==> src/rtl/mem_access_pkg.sv <==
// Memory-stage shared definitions: opcodes, access sizes,
// FSM states and small decode helpers.
package mem_access_pkg;

  localparam int DEF_XLEN       = 32;
  localparam int DEF_ADDR_WIDTH = 32;

  localparam logic [6:0] OP_LOAD  = 7'b0000011;
  localparam logic [6:0] OP_STORE = 7'b0100011;

  localparam logic [1:0] MEM_ACC_8  = 2'b00;
  localparam logic [1:0] MEM_ACC_16 = 2'b01;
  localparam logic [1:0] MEM_ACC_32 = 2'b10;

  typedef enum logic [1:0] {
    ST_IDLE = 2'd0,
    ST_XFER = 2'd1,
    ST_DONE = 2'd2
  } state_e;

  function automatic logic is_mem_op(
    input logic [6:0] op
  );
    return (op == OP_LOAD) || (op == OP_STORE);
  endfunction

  // Index of the final byte; 2'b11 is treated as a word.
  function automatic logic [1:0] last_idx(
    input logic [1:0] acc
  );
    logic [1:0] r;
    r = 2'd3;
    unique case (1'b1)
      (acc == MEM_ACC_8):  r = 2'd0;
      (acc == MEM_ACC_16): r = 2'd1;
      default:             r = 2'd3;
    endcase
    return r;
  endfunction

endpackage

==> src/rtl/mem_access.sv <==
// Memory stage: byte-serial little-endian loads/stores
// on an 8-bit req/ack bus; other ops pass through.
module mem_access
  import mem_access_pkg::*;
#(
  parameter int XLEN       = DEF_XLEN,
  parameter int ADDR_WIDTH = DEF_ADDR_WIDTH
) (
  input  logic                  clk,
  input  logic                  rst_n,
  input  logic                  en,
  input  logic [6:0]            op_in,
  input  logic [2:0]            funct3_in,
  input  logic [3:0]            rd_in,
  input  logic [XLEN-1:0]       result_in,
  input  logic [XLEN-1:0]       store_data,
  output logic                  mem_req,
  output logic                  mem_we,
  output logic [ADDR_WIDTH-1:0] mem_addr,
  output logic [7:0]            mem_wdata,
  input  logic [7:0]            mem_rdata,
  input  logic                  mem_ack,
  output logic [6:0]            op,
  output logic [2:0]            funct3,
  output logic [3:0]            reg_addr,
  output logic [XLEN-1:0]       val,
  output logic                  ready
);

  state_e r_state;
  state_e w_next;

  logic [6:0]            r_op;
  logic [2:0]            r_funct3;
  logic [3:0]            r_rd;
  logic [XLEN-1:0]       r_val;
  logic [ADDR_WIDTH-1:0] r_addr;
  logic [XLEN-1:0]       r_sdata;
  logic [1:0]            r_idx;
  logic [1:0]            r_last;
  logic                  r_is_store;

  logic                  w_start;
  logic                  w_ack;
  logic                  w_last_ack;
  logic [ADDR_WIDTH-1:0] w_addr;
  logic [7:0]            w_wbyte;

  assign w_start    = (r_state == ST_IDLE) && en;
  assign w_ack      = (r_state == ST_XFER) && mem_ack;
  assign w_last_ack = w_ack && (r_idx == r_last);
  assign w_addr     = r_addr + ADDR_WIDTH'(r_idx);
  assign w_wbyte    = r_sdata[{r_idx, 3'b000} +: 8];

  assign op       = r_op;
  assign funct3   = r_funct3;
  assign reg_addr = r_rd;
  assign val      = r_val;

  // State register; reset aborts any transfer in flight.
  always_ff @(posedge clk) begin
    if (!rst_n) begin
      r_state <= ST_IDLE;
    end else begin
      r_state <= w_next;
    end
  end

  // Next-state: IDLE -> XFER/DONE, XFER -> DONE on last ack.
  always_comb begin
    w_next = r_state;
    unique case (r_state)
      ST_IDLE: begin
        if (en) begin
          w_next = is_mem_op(op_in) ? ST_XFER : ST_DONE;
        end
      end
      ST_XFER: begin
        if (w_last_ack) begin
          w_next = ST_DONE;
        end
      end
      ST_DONE: w_next = ST_IDLE;
      default: w_next = ST_IDLE;
    endcase
  end

  // Bus drive while transferring; ready pulse in DONE.
  always_comb begin
    mem_req   = 1'b0;
    mem_we    = 1'b0;
    mem_addr  = '0;
    mem_wdata = '0;
    ready     = 1'b0;
    unique case (1'b1)
      (r_state == ST_XFER): begin
        mem_req   = 1'b1;
        mem_we    = r_is_store;
        mem_addr  = w_addr;
        mem_wdata = w_wbyte;
      end
      (r_state == ST_DONE): begin
        ready = 1'b1;
      end
      default: ;
    endcase
  end

  // Latch the instruction on start; step bytes on ack.
  always_ff @(posedge clk) begin
    if (!rst_n) begin
      r_op       <= '0;
      r_funct3   <= '0;
      r_rd       <= '0;
      r_val      <= '0;
      r_addr     <= '0;
      r_sdata    <= '0;
      r_idx      <= '0;
      r_last     <= '0;
      r_is_store <= 1'b0;
    end else if (w_start) begin
      r_op       <= op_in;
      r_funct3   <= funct3_in;
      r_rd       <= rd_in;
      r_addr     <= ADDR_WIDTH'(result_in);
      r_sdata    <= store_data;
      r_idx      <= '0;
      r_last     <= last_idx(funct3_in[1:0]);
      r_is_store <= (op_in == OP_STORE);
      r_val      <= is_mem_op(op_in) ? '0 : result_in;
    end else if (w_ack) begin
      if (!r_is_store) begin
        r_val[{r_idx, 3'b000} +: 8] <= mem_rdata;
      end
      r_idx <= r_idx + 2'd1;
    end
  end

endmodule

==> config.mk <==
export PLATFORM = sky130hd
export DESIGN_NAME = mem_access
export DESIGN_NICKNAME = d
export VERILOG_FILES = /design/src/rtl/mem_access_pkg.sv /design/src/rtl/mem_access.sv
export SDC_FILE = /design/constraint.sdc
export NUM_CORES = 1
export LEC_CHECK = 0
export ABC_AREA = 1
export ABC_CLOCK_PERIOD_IN_PS = 2470
export BUFFER_PORTS_ARGS = -buffer_cell sky130_fd_sc_hd__buf_2
export CELL_PAD_IN_SITES_DETAIL_PLACEMENT = 2
export CELL_PAD_IN_SITES_GLOBAL_PLACEMENT = 2
export CORE_ASPECT_RATIO = 0.9
export CORE_MARGIN = 3
export CORE_UTILIZATION = 27
export CTS_CLUSTER_DIAMETER = 40
export CTS_CLUSTER_SIZE = 28
export DETAILED_ROUTE_END_ITERATION = 12
export GPL_TIMING_DRIVEN = 1
export PLACE_DENSITY = 0.8
export SYNTH_ARGS = -nofsm -noshare
export SYNTH_HDL_FRONTEND = slang
export SYNTH_SLANG_ARGS = --single-unit
==> constraint.sdc <==
create_clock -name clk -period 2.47 [get_ports clk]
set_input_delay 0.247 -clock clk [delete_from_list [all_inputs] [get_ports clk]]
set_output_delay 0.247 -clock clk [all_outputs]
set_load 0.1 [all_outputs]
# Yosys cells after proc, flatten, opt, wreduce, memory -nomap -nowiden
# Cells that the tools add are included.
# word_totals
reg_bits	117
output_inout_bits	89
word_cells	51
# classes
addsub	3
eq_ne	9
n_shift	3
n_mux	15
n_bitwise	1
reduce_logical	10
# op_table
cell	count
2-to-1 mux 32 bit	5
adder 32 x 2 -> 32 bit	1
bitwise mux 32 bit	1
variable shift 8 x 7 -> 32 bit (first input constant)	1
indexed part select 32 x 6 -> 8 bit	1
indexed part select 8 x 7 -> 32 bit	1
2-to-1 mux 8 bit	1
case mux 2 bit (2 select lines)	2
equality test 7 x 2 -> 1 bit (second input constant)	1
equality test 7 x 6 -> 1 bit (second input constant)	1
negation 5 -> 7 bit	1
2-to-1 mux 2 bit	3
equality test 2 x 1 -> 1 bit (second input constant)	2
logical NOT 2 bit	2
!= test 2 bit (second input constant)	2
AND reduction 2 bit	2
logical AND 1 bit	3
2-to-1 mux 1 bit	3
adder 2 x 1 -> 2 bit (second input constant)	1
equality test 2 bit	1
equality test 2 bit (second input constant)	1
!= test 2 x 1 -> 1 bit (second input constant)	1
nonzero test 2 bit	1
OR reduction 2 bit	1
2 further kinds	2

# Depth between registers and ports, before layout
# Gate-level depths: netlist of run 1.
# logic_depth
depth_word	6
depth_mapped	10
ltp_nobuf	10

# Worst setup path after synthesis of run 1
# OpenSTA, ideal clock, no wires.
# synth_path
path_kind	register to output
from	reg r_idx[0]
to	out mem_addr[2]
t_arrival_ns	3.127
t_required_ns	2.223
slack_ns	-0.904
path_stages_with_launch	6
path_buffers	0
path_cell_list	dfxtp_1 -> ha_1 -> fa_1 -> nand2_1 -> inv_1 -> nor3_1
# synth_via
elab_chain_cells	2
# synth_lines
element	line_no	rtl
start: declaration	mem_access.sv:39	logic [1:0] r_idx;
start signal: assignment	mem_access.sv:135	r_idx <= r_idx + 2'd1;
adder 32 x 2 -> 32 bit	mem_access.sv:52	assign w_addr = r_addr + ADDR_WIDTH'(r_idx);
2-to-1 mux 32 bit	mem_access.sv:95	unique case (1'b1)
end: declaration	mem_access.sv:19	output logic [ADDR_WIDTH-1:0] mem_addr,
# Every way passes these cells.

# Final worst setup path of run 1
# layout_path
from	reg r_addr[3]
to	out mem_addr[30]
# layout_via
elab_chain_cells	2
# layout_lines
element	line_no	rtl
start: declaration	mem_access.sv:37	logic [ADDR_WIDTH-1:0] r_addr;
start signal: assignment	mem_access.sv:125	r_addr <= ADDR_WIDTH'(result_in);
adder 32 x 2 -> 32 bit	mem_access.sv:52	
2-to-1 mux 32 bit	mem_access.sv:95	
# Every way passes these cells.

==> results of run 1 <==
==> cells by family (layout without fill, tap and decap cells) <==
logic type	after synthesis	count (layout)	share of synthesized area (%)
xor gates and xnor gates	6	6	0.8463
buffers and inverters	143	325	9.329
DFF	117	117	37.72
and+or+nand+nor	573	573	36.97
AOI/OAI and AO/OA	161	161	13.60
adders and majority gates	7	7	1.531
==> critical path, stage by stage (launching register included) <==
cell and delay [ns]:
dfxtp_1 0.46, nand2_1 0.12, nor2_1 0.21, nand2_2 0.16, nor2_4 0.25, nand2_1 0.09, nand2_1 0.06, nand2_1 0.07
nor2_2 0.14, buf_12 0.19
==> cells in the mapped netlist <==
| cell | number |
|---|---|
| dfxtp_1 | 117 |
| nor3_1 | 1 |
| nor2_2 | 3 |
| nand3_1 | 38 |
| buf_4 | 2 |
| o22ai_1 | 3 |
| xor2_1 | 6 |
| buf_2 | 16 |
| o21ai_0 | 121 |
| nand4_1 | 20 |
| nand2_2 | 2 |
| nand3b_1 | 1 |
| buf_1 | 4 |
| inv_2 | 2 |
| inv_1 | 96 |
| fa_1 | 1 |
| clkbuf_1 | 21 |
| a211oi_1 | 1 |
| nand2_1 | 213 |
| buf_6 | 2 |
| nor2_1 | 291 |
| a22o_1 | 8 |
| a21boi_0 | 1 |
| nor2_4 | 4 |
| a21oi_1 | 27 |
| ha_1 | 6 |
==> state kept, by name, summed over array words and instances (netlist names) <==
| signal | flops |
|---|---|
| funct3 | 3 |
| val | 32 |
| r_state | 2 |
| r_sdata | 32 |
| r_is_store | 1 |
| r_addr | 32 |
| op | 7 |
| reg_addr | 4 |
| r_last | 2 |
| r_idx | 2 |
==> per-stage QoR <==
stage | instances | setup WS [ns] | util [%] | instance area [µm²]
4_1_cts | 1478 | -0.003014 | 39.10 | 8658
6_report | 1480 | 0.05909 | 39.52 | 8750
3_3_place_gp | 1444 | 0.3426 | 35.93 | 7955
3_5_place_dp | 1444 | 0.2062 | 35.93 | 7955
5_1_grt | 1480 | -0.04144 | 39.52 | 8750
2_1_floorplan | 1007 | -0.04209 | - | 6331
==> area by class of cell <==
cell class,instances,area [µm²]
fill,2669,13390
multi-input combinational,747,3542
sequential,117,2349
timing repair buffer,195,1499
clock buffer,18,439.2
inverter,98,370.4
tap,291,364.1
clock inverter,14,186.4
==> per-layer routing <==
metal / up-vias / track usage [%] / part of all wire [%] / wire (µm)
li1: 3496 / - / - / -
met2: 164 / 39.96 / 50 / 13860
met5: - / 0 / 0.047 / 13
met1: 3441 / 26.31 / 44 / 12100
met3: 17 / 5.494 / 4.8 / 1311
met4: 2 / 3.909 / 0.85 / 234
==> path summary, 6_finish.rpt <==
path                                        startpoint                  endpoint  slack (ns)  cells past startpoint
worst max-delay path            r_addr[3]$_SDFFE_PN0P_              mem_addr[30]        0.06                      9
worst min-delay path                    store_data[18]  r_sdata[18]$_SDFFE_PN0P_        0.08                      3
worst max register to register   r_idx[1]$_SDFFE_PP0P_      val[20]$_SDFFE_PN0P_        0.17                      9
worst min register to register  funct3[0]$_SDFFE_PN0P_    funct3[0]$_SDFFE_PN0P_        0.45                      2
==> repair_timing <==
action                                  in CTS  in global routing
buffers inserted                             2                  2
resized for setup                           20                 24
pin swaps                                    8                 11
endpoints found under the setup margin      18                 19
==> power groups by stage <==
stage	Clock (W)	Sequential, W	Combinational (W)
2_1_floorplan	0	0.00261	0.000428
4_1_cts	0.00272	0.00214	0.00120
3_5_place_dp	0	0.00218	0.00119
5_1_grt	0.00281	0.00216	0.00130
6_report	0.00267	0.00214	0.00119
3_3_place_gp	0	0.00217	0.00116
==> impl_metrics.yaml, run 1 <==
sta:
  final-setup-viol-count: 0
  timing.final.hold_violations: 0
  worst_slew_pin_slew_ns: 0.6975
  max_clock_freq_ghz: 0.4148
  clock-skew-final_ns: 0.01241
  timing.hold.ws_ns: 0.07649
  fin_tns_setup_ns: 0
  crit_share_post_route_pct: 97.61
  final_max_slew_viol_count: 0
  min_period_ns: 2.411
  rsz0062_at_grt: "yes"
  maxSlewHeadroom_pct: 53.50
cells_and_area:
  num_antenna_cells: 0
  most-common-layout-cells: "nor2_1, nand2_1, buf_2"
  syn_to_final_growth_pct: 40.90
  post_route_cells_drive_above_1_share_pct: 25.65
  most_common_cell_after_layout_fill_and_taps_aside: "nor2_1"
  finalNetCount: 1273
drt:
  ant_nets_after_route: 0
  post_drt_via_cell_ratio: 4.811
  detail_route.wirelength_um: 27520
  dr.pass1.iters: 4
  vias: 7120
  wl_per_cell_um: 18.60
  remaining_drc_errors: 0
  initialDrtViolationCount: 314
floorplanning:
  dieArea_um2: 24860
  initial_utilization_pct: 28.04
  rows: 51
  io_pins: 179
  die_boundary_height_um: 149.9
  placeableCoreArea_um2: 22140
  dieWidth_um: 165.9
grt:
  first_global_vias: 7796
  maximum_number_of_pins_on_one_net_before_global_route_repair: 89
  grt_pass1_wl_um: 42910
  antenna_found_initial: 1
  grt_overflow_total: 0
  globalRouteTotalUtil_pct: 21.85
power:
  power.net_switching_w: 0.002063
  internal_power_w: 0.003947
  power.sequential.fraction_pct: 35.7
  switching_share_pct: 34.32
  total_power_w: 0.006010
  p_leak_nw: 3.890
  ir_drop_mv: 0.4414
  clkPwrFrac_pct: 44.5
  power.density_nw_per_um2: 686.9
  power.share.combinational_pct: 19.9
synthesis:
  postSynthAreaPerCell_um2: 6.167
  sequential_area_share_after_synthesis_pct: 37.72
  yosys_warnings: 0
  count_of_mapped_cells_out_of_synthesis: 1007
  synth.lib_cells_used.distinct: 26
  post_synth_instance_area_um2: 6210
  synth_top_area_cell: "dfxtp_1"
  yosys_register_bits: 117
  synthDominantCellAreaShare_pct: 37.72
  syn-num-nets: 1104
  post_synth_main_area_contributors: "dfxtp_1, nor2_1, nand2_1, o21ai_0, inv_1"
job:
  maxCapViolations: 0
cts:
  root_buffer: "clkbuf_16"
  clkSlewWorstSetupHoldPaths_ns: 0.06
  cts-buffers-inserted: 17
  htree_num_levels: 4
  numClockSinks: 117
  cts_tree: "built"
  cts_hold_buf: 0
  clock_latency_on_the_worst_skew_pair_ns: 0.42
  cts.path.max_buffers: 2
min_path:
  hold_path.class: "input pin to register"
placed_design:
  portBuffers: 178
  gp_congestion: 0.8419
  post-dp-hpwl_um: 20490
critical_path:
  data_required_critical_path_ns: 2.22
  timing.setup.critical_path_class: "register to output port"
  worstSetupEndpointType: "output port"
  path_max_fanout: 8
  worst_ep_arrival_time_ns: 2.16
  startpoint_type: "register"
run_status:
  outcome: "complete, no violations"
Power figures use the tool's default switching activity.
==> inputs of run 2 (changes only) <==
==> constraint.sdc (replaced) <==
create_clock -name clk -period 2.47 [get_ports clk]
set_input_delay 0.247 -clock clk [delete_from_list [all_inputs] [get_ports clk]]
set_output_delay 0.247 -clock clk [all_outputs]
set_load 0.02 [all_outputs]
==> run 2 against run 1 <==
Net effect: global-route usage is 0.37 points higher; clock power grew 7%; final area decreased by 6.5%; register-to-register slack better by 0.14 ns; clock-buffer cell count grew 3; core utilization shrank 2.6 points; die area unchanged; sequential power barely moved; fmax down 0.16%; highest routed layer unchanged.
==> impl_metrics.yaml, run 2 (synthesized netlist as in run 1, its figures left out) <==
cts:
  root_buffer: "clkbuf_16"
  numClockSinks: 117
  clock_latency_on_the_worst_skew_pair_ns: 0.42
  htree_num_levels: 4
  cts_tree: "built"
  cts.path.max_buffers: 2
  cts-buffers-inserted: 17
  cts_hold_buf: 0
  clkSlewWorstSetupHoldPaths_ns: 0.06
critical_path:
  path_max_fanout: 5
  timing.critical_path.slowest_stage_cell: "dfxtp_2"
  reg2reg_start: "r_idx[0]$_SDFFE_PP0P_"
  data_required_critical_path_ns: 2.22
  path_cells: "ha_1, nand3_1, nand2_2, nand2_2, nor2_4, buf_4, nand3_1, nand2_1, nor2_1, buf_2"
  timing.setup.critical_path_class: "register to output port"
  worst_ep_arrival_time_ns: 2.17
  regToRegEndpoint: "val[1]$_SDFFE_PN0P_"
  startpoint_type: "register"
  r2r_setup_slack_ns: 0.31
  slowest_delay_ns: 0.35
  worst_r2r_path_depth: 8
  worstSetupEndpointType: "output port"
sta:
  worst_slew_pin_slew_ns: 0.7811
  min_period_ns: 2.415
  timing.final.hold_violations: 0
  maxSlewHeadroom_pct: 47.92
  final.setup.worst_slack_ns: 0.05510
  clock-skew-final_ns: 0.007227
  final_max_slew_viol_count: 0
  crit_share_post_route_pct: 97.77
  final-setup-viol-count: 0
  max_clock_freq_ghz: 0.4141
  fin_tns_setup_ns: 0
  rsz0062_at_grt: "yes"
grt:
  antenna_found_initial: 2
  grt_pass1_wl_um: 43460
  maximum_number_of_pins_on_one_net_before_global_route_repair: 109
  first_global_vias: 7801
  grt_overflow_total: 0
  globalRouteTotalUtil_pct: 22.22
power:
  power.density_nw_per_um2: 707.7
  power.share.combinational_pct: 13.7
  power.sequential.fraction_pct: 37.1
  total_power_w: 0.005788
  clkPwrFrac_pct: 49.2
  switching_share_pct: 27.89
  power.net_switching_w: 0.001615
  ir_drop_mv: 0.5282
  internal_power_w: 0.004174
  p_leak_nw: 3.786
drt:
  vias: 7169
  post_drt_via_cell_ratio: 4.831
  remaining_drc_errors: 0
  initialDrtViolationCount: 370
  detail_route.wirelength_um: 28010
  wl_per_cell_um: 18.88
  ant_nets_after_route: 0
  dr.pass1.iters: 4
min_path:
  worstHoldEndpoint: "r_sdata[9]$_SDFFE_PN0P_"
  holdCritStartpoint: "store_data[9]"
  hold_path.class: "input pin to register"
  worst_hold_path.num_cells: 3
cells_and_area:
  post_route_cells_drive_above_1_share_pct: 21.98
  syn_to_final_growth_pct: 31.71
  most_common_cell_after_layout_fill_and_taps_aside: "nor2_1"
  most-common-layout-cells: "nor2_1, nand2_1, buf_2"
  fin_util_pct: 36.94
  finalNetCount: 1276
  layout.cell_area.non_filler_um2: 8179
job:
  maxCapViolations: 0
floorplanning:
  dieArea_um2: 24860
  dieWidth_um: 165.9
  placeableCoreArea_um2: 22140
  initial_utilization_pct: 28.04
  io_pins: 179
  die_boundary_height_um: 149.9
  rows: 51
placed_design:
  dpl_worst_slack_ns: 0.2919
  gp_congestion: 0.8651
  dpl_cell_area_um2: 7376
  post-dp-hpwl_um: 20780
  portBuffers: 178
run_status:
  outcome: "complete, no violations"
## run 2: cell types whose count changed in the layout (fill, tap and decap cells not counted), sizes merged
cell,delta
inv,-7
buf,+5
clkinvlp,+3
bufinv,+2
clkbuf,+1
clkinv,-1
diode,+1
## run 2: power groups by stage
| stage | Combinational, W | Sequential, W | Clock [W] |
|---|---|---|---|
| after floorplan | 0.000407 | 0.00223 | 0 |
| after global placement | 0.000757 | 0.00218 | 0 |
| after detailed placement | 0.000786 | 0.00218 | 0 |
| after CTS | 0.000803 | 0.00215 | 0.00288 |
| after global routing | 0.000896 | 0.00217 | 0.00296 |
| final | 0.000794 | 0.00215 | 0.00285 |
## run 2: routing by layer
layer / vias up / track usage [%] / wire (µm)
met5: - / 0 / 13
met4: 2 / 6.071 / 443
met3: 26 / 3.143 / 989
met2: 135 / 38.16 / 13390
met1: 3495 / 29.40 / 13180
li1: 3511 / - / -
## run 2: how the worst max path moves through the flow
| stage | from | to | slack [ns] | cells past startpoint |
|---|---|---|---|---|
| 5_1_grt | r_idx[1]$_SDFFE_PP0P_ | mem_addr[21] | -0.06 | 10 |
| 2_1_floorplan | r_idx[0]$_SDFFE_PP0P_ | mem_addr[12] | 0.57 | 8 |
| 3_5_place_dp | r_idx[0]$_SDFFE_PP0P_ | val[20]$_SDFFE_PN0P_ | 0.29 | 9 |
| 4_1_cts | r_addr[0]$_SDFFE_PN0P_ | mem_addr[24] | 0.0005 | 11 |
| 6_report | r_idx[1]$_SDFFE_PP0P_ | mem_addr[21] | 0.06 | 10 |
| 3_3_place_gp | r_addr[0]$_SDFFE_PN0P_ | mem_addr[16] | 0.33 | 9 |
## run 2: metrics by stage
stage | cells | hold WS (ns)
floorplan | 1007 | 0.4053
global placement | 1445 | 0.4270
detailed placement | 1445 | 0.4456
CTS | 1480 | 0.07295
global route | 1484 | 0.08663
finish | 1484 | 0.07947
## run 2: critical path, delay by kind of cell (launching register included)
kind	cells	cell delay, ns
fa+ha+maj	1	0.27
buf+inv	2	0.30
flops	1	0.35
simple gates	7	0.83
## run 2: what timing repair did
item,in CTS,in global routing
endpoints found under the hold margin,0,0
setup endpoints to repair,14,17
resized for setup,11,22
pin swaps,1,8
setup buffers,3,3
## run 2: area by class of cell
cell class | instances | area [µm²]
Antenna cell | 1 | 2.502
Clock buffer | 21 | 470.5
Clock inverter | 11 | 196.4
Fill cell | 2754 | 13960
Inverter | 98 | 367.9
Multi-Input combinational cell | 747 | 3366
Sequential cell | 117 | 2346
Tap cell | 291 | 364.1
Timing Repair Buffer | 198 | 1066
==> inputs of run 3 (changes only) <==
--- a/config.mk
+++ b/config.mk
@@ -5,14 +5,13 @@
 export SDC_FILE = /design/constraint.sdc
 export NUM_CORES = 1
 export LEC_CHECK = 0
-export ABC_AREA = 1
 export ABC_CLOCK_PERIOD_IN_PS = 2470
 export BUFFER_PORTS_ARGS = -buffer_cell sky130_fd_sc_hd__buf_2
 export CELL_PAD_IN_SITES_DETAIL_PLACEMENT = 2
 export CELL_PAD_IN_SITES_GLOBAL_PLACEMENT = 2
 export CORE_ASPECT_RATIO = 0.9
 export CORE_MARGIN = 3
-export CORE_UTILIZATION = 27
+export CORE_UTILIZATION = 30
 export CTS_CLUSTER_DIAMETER = 40
 export CTS_CLUSTER_SIZE = 28
 export DETAILED_ROUTE_END_ITERATION = 12
==> run 3 against run 2 <==
Net effect: the run now ends with setup timing left; wire length is 12% lower; via count is 17% lower; worst hold slack worse by 0.0088 ns; area after synthesis is 5.7% lower; largest cell class unchanged; die area is 15% lower; total power is 8.6% lower; sequential share of layout area is 0.89 points higher; highest routed layer is now met4; non-clock buffer count is 15 higher; first-iteration DRC count is 22% higher; flip-flop and latch count stayed put.
==> impl_metrics.yaml, run 3 <==
cells_and_area:
  fin_util_pct: 42.47
  most-common-layout-cells: "nand2_1, buf_2, dfxtp_1"
  layout.cell_area.non_filler_um2: 7966
  fill_cells: 2124
  instances_no_fill: 1129
  post_route_cells_drive_above_1_share_pct: 34.35
  finalNetCount: 966
  most_common_cell_after_layout_fill_and_taps_aside: "nand2_1"
  syn_to_final_growth_pct: 36.11
drt:
  post_drt_via_cell_ratio: 5.245
  initialDrtViolationCount: 451
  detail_route.wirelength_um: 24580
  wl_per_cell_um: 21.77
  vias: 5922
  ant_nets_after_route: 0
  dr.pass1.iters: 4
  remaining_drc_errors: 0
floorplanning:
  initial_utilization_pct: 31.20
  dieArea_um2: 21220
  die_boundary_height_um: 138.5
  io_pins: 179
  placeableCoreArea_um2: 18760
  rows: 47
  dieWidth_um: 153.2
synthesis:
  synth_top_cells_by_count: "nand2_1, dfxtp_1, a21boi_0"
  post_synth_main_area_contributors: "dfxtp_1, nand2_1, a21boi_0, a32oi_1, mux4_2"
  post_synth_instance_area_um2: 5853
  synth_top_area_cell: "dfxtp_1"
  postSynth.topFlopCell: "dfxtp_1"
  postSynthAreaPerCell_um2: 8.507
  yosys_warnings: 0
  synth_enable_flop_cells: 0
  synthDominantCellAreaShare_pct: 40.02
  sequential_area_share_after_synthesis_pct: 40.02
  syn-num-nets: 785
  synth.lib_cells_used.distinct: 49
  post-synth-top-count-cell: "nand2_1"
  count_of_mapped_cells_out_of_synthesis: 688
  yosys_register_bits: 117
  synthArstFlopShare_pct: 0
critical_path:
  timing.setup.critical_path_class: "register to output port"
  data_required_critical_path_ns: 2.22
  timing.critical_path.slowest_stage_cell: "dfxtp_2"
  r2r_setup_slack_ns: 0.22
  worst_ep_arrival_time_ns: 2.35
  startpoint_type: "register"
  path_cells: "ha_4, buf_4, a21o_1, and4_4, buf_8, nand4_1, xor2_1, nor2_1, buf_4"
  path_max_fanout: 5
  timing.critical_path.max_delay_family: "simple AND/OR/NAND/NOR gates"
  slowest_delay_ns: 0.38
  worstSetupEndpointType: "output port"
  worstPathBufferInverterCount: 3
  crit_top_cell: "buf_4"
job:
  maxCapViolations: 0
sta:
  clock-skew-final_ns: 0.009235
  crit_share_post_route_pct: 105.3
  max_clock_freq_ghz: 0.3846
  min_period_ns: 2.600
  final.setup.worst_slack_ns: -0.1301
  rsz0062_at_grt: "yes"
  final-setup-viol-count: 13
  maxSlewHeadroom_pct: 65.46
  final_max_slew_viol_count: 0
  timing.final.hold_violations: 0
  timing.hold.ws_ns: 0.07063
  worst_slew_pin_slew_ns: 0.5182
placed_design:
  dpl_cell_area_um2: 7019
  post-dp-hpwl_um: 16600
  portBuffers: 178
  gp_congestion: 0.8446
  dpl.cell_count: 1082
min_path:
  hold_path.class: "input pin to register"
grt:
  globalRouteMet3Util_pct: 4.531
  antenna_found_initial: 1
  grt_util_met1_pct: 29.18
  grt_overflow_total: 0
  first_global_vias: 6072
  busiest_layer: "met2"
  globalRouteTotalUtil_pct: 21.33
  grt_pass1_wl_um: 35890
  maximum_number_of_pins_on_one_net_before_global_route_repair: 77
  grt_util_met2_pct: 34.45
run_status:
  outcome: "finished, violations left"
  violations_in_the_final_reports: "setup timing"
cts:
  cts_tree: "built"
  htree_num_levels: 4
  clkSlewWorstSetupHoldPaths_ns: 0.06
  cts_hold_buf: 0
  clock_latency_on_the_worst_skew_pair_ns: 0.43
  cts.path.max_buffers: 2
  cts-buffers-inserted: 17
  numClockSinks: 117
  root_buffer: "clkbuf_16"
power:
  power.density_nw_per_um2: 664.4
  p_leak_nw: 3.476
  total_power_w: 0.005293
  ir_drop_mv: 0.4239
==> run 3: cell types whose count changed after synthesis, moves of 13 or more <==
cell      before  now
o21ai_0      121   19
nand3_1       38    9
xnor2_1        0   13
o211a_1        0   16
inv_1         96    6
a21boi_0       1   79
nand2_1      213  187
a32oi_1        0   32
nor2_1       291   34
==> run 3: kinds of logic after synthesis <==
family                     synth area share [%]
and+or+nand+nor                           24.52
AOI/OAI and AO/OA                         21.83
DFF                                       40.02
buffers and inverters                     4.297
xor gates and xnor gates                  4.639
muxes                                     3.078
adders and majority gates                 1.625
==> run 3: where the power goes <==
group | internal [W] | switching (W) | total (W)
Sequential | 0.00201 | 0.000105 | 0.00212
Combinational | 0.000256 | 0.000414 | 0.000670
Clock | 0.00143 | 0.00108 | 0.00251
Total | 0.00370 | 0.00160 | 0.00529
==> run 3: cell type report <==
cell class | instances | area (µm²) | area share [%]
multi-input cells | 514 | 3416 | 42.88
flip-flops and latches | 117 | 2356 | 29.57
repair buffers | 213 | 1275 | 16.00
clock buffers | 17 | 425.4 | 5.340
well taps | 245 | 306.5 | 3.848
clock inverters | 15 | 160.2 | 2.010
inverters | 6 | 22.52 | 0.2827
diodes | 2 | 5.005 | 0.06282
==> run 3: tightest hold or removal path: cells and delay by family <==
kind	cells	cell delay [ns]
AND/OR/NAND/NOR	1	0.04
buffers and inverters	1	0.09
AO/OA/AOI/OAI	1	0.06
==> run 3: final timing paths <==
| path | from | to | cells past startpoint |
|---|---|---|---|
| worst min register to register | op[4]$_SDFFE_PN0P_ | op[4]$_SDFFE_PN0P_ | 2 |
| worst max register to register | r_idx[0]$_SDFFE_PP0P_ | val[6]$_SDFFE_PN0P_ | 8 |
| worst max-delay path | r_idx[0]$_SDFFE_PP0P_ | mem_addr[11] | 9 |
| worst min-delay path | store_data[24] | r_sdata[24]$_SDFFE_PN0P_ | 3 |
==> run 3: per-layer routing <==
| layer | part of all wire, % | wire length (µm) |
|---|---|---|
| met5 | 0 | 0 |
| met4 | 1.9 | 464 |
| met3 | 5.4 | 1331 |
| met2 | 48 | 11680 |
| met1 | 45 | 11100 |
==> run 3: stage by stage <==
stage,setup TNS (ns),worst slack [ns]
final,-0.5937,-0.1301
after global routing,-2.615,-0.2443
after CTS,-0.1724,-0.06093
after detailed placement,0,0.1590
after global placement,0,0.2937
after floorplan,0,0.2583
==> run 3: what timing repair did <==
action / in CTS / in global routing
setup endpoints to repair: 22 / 36
setup buffers: 8 / 4
pin swaps: 10 / 20
endpoints found under the hold margin: 0 / 0
resized for setup: 24 / 41
gates cloned: 0 / 1
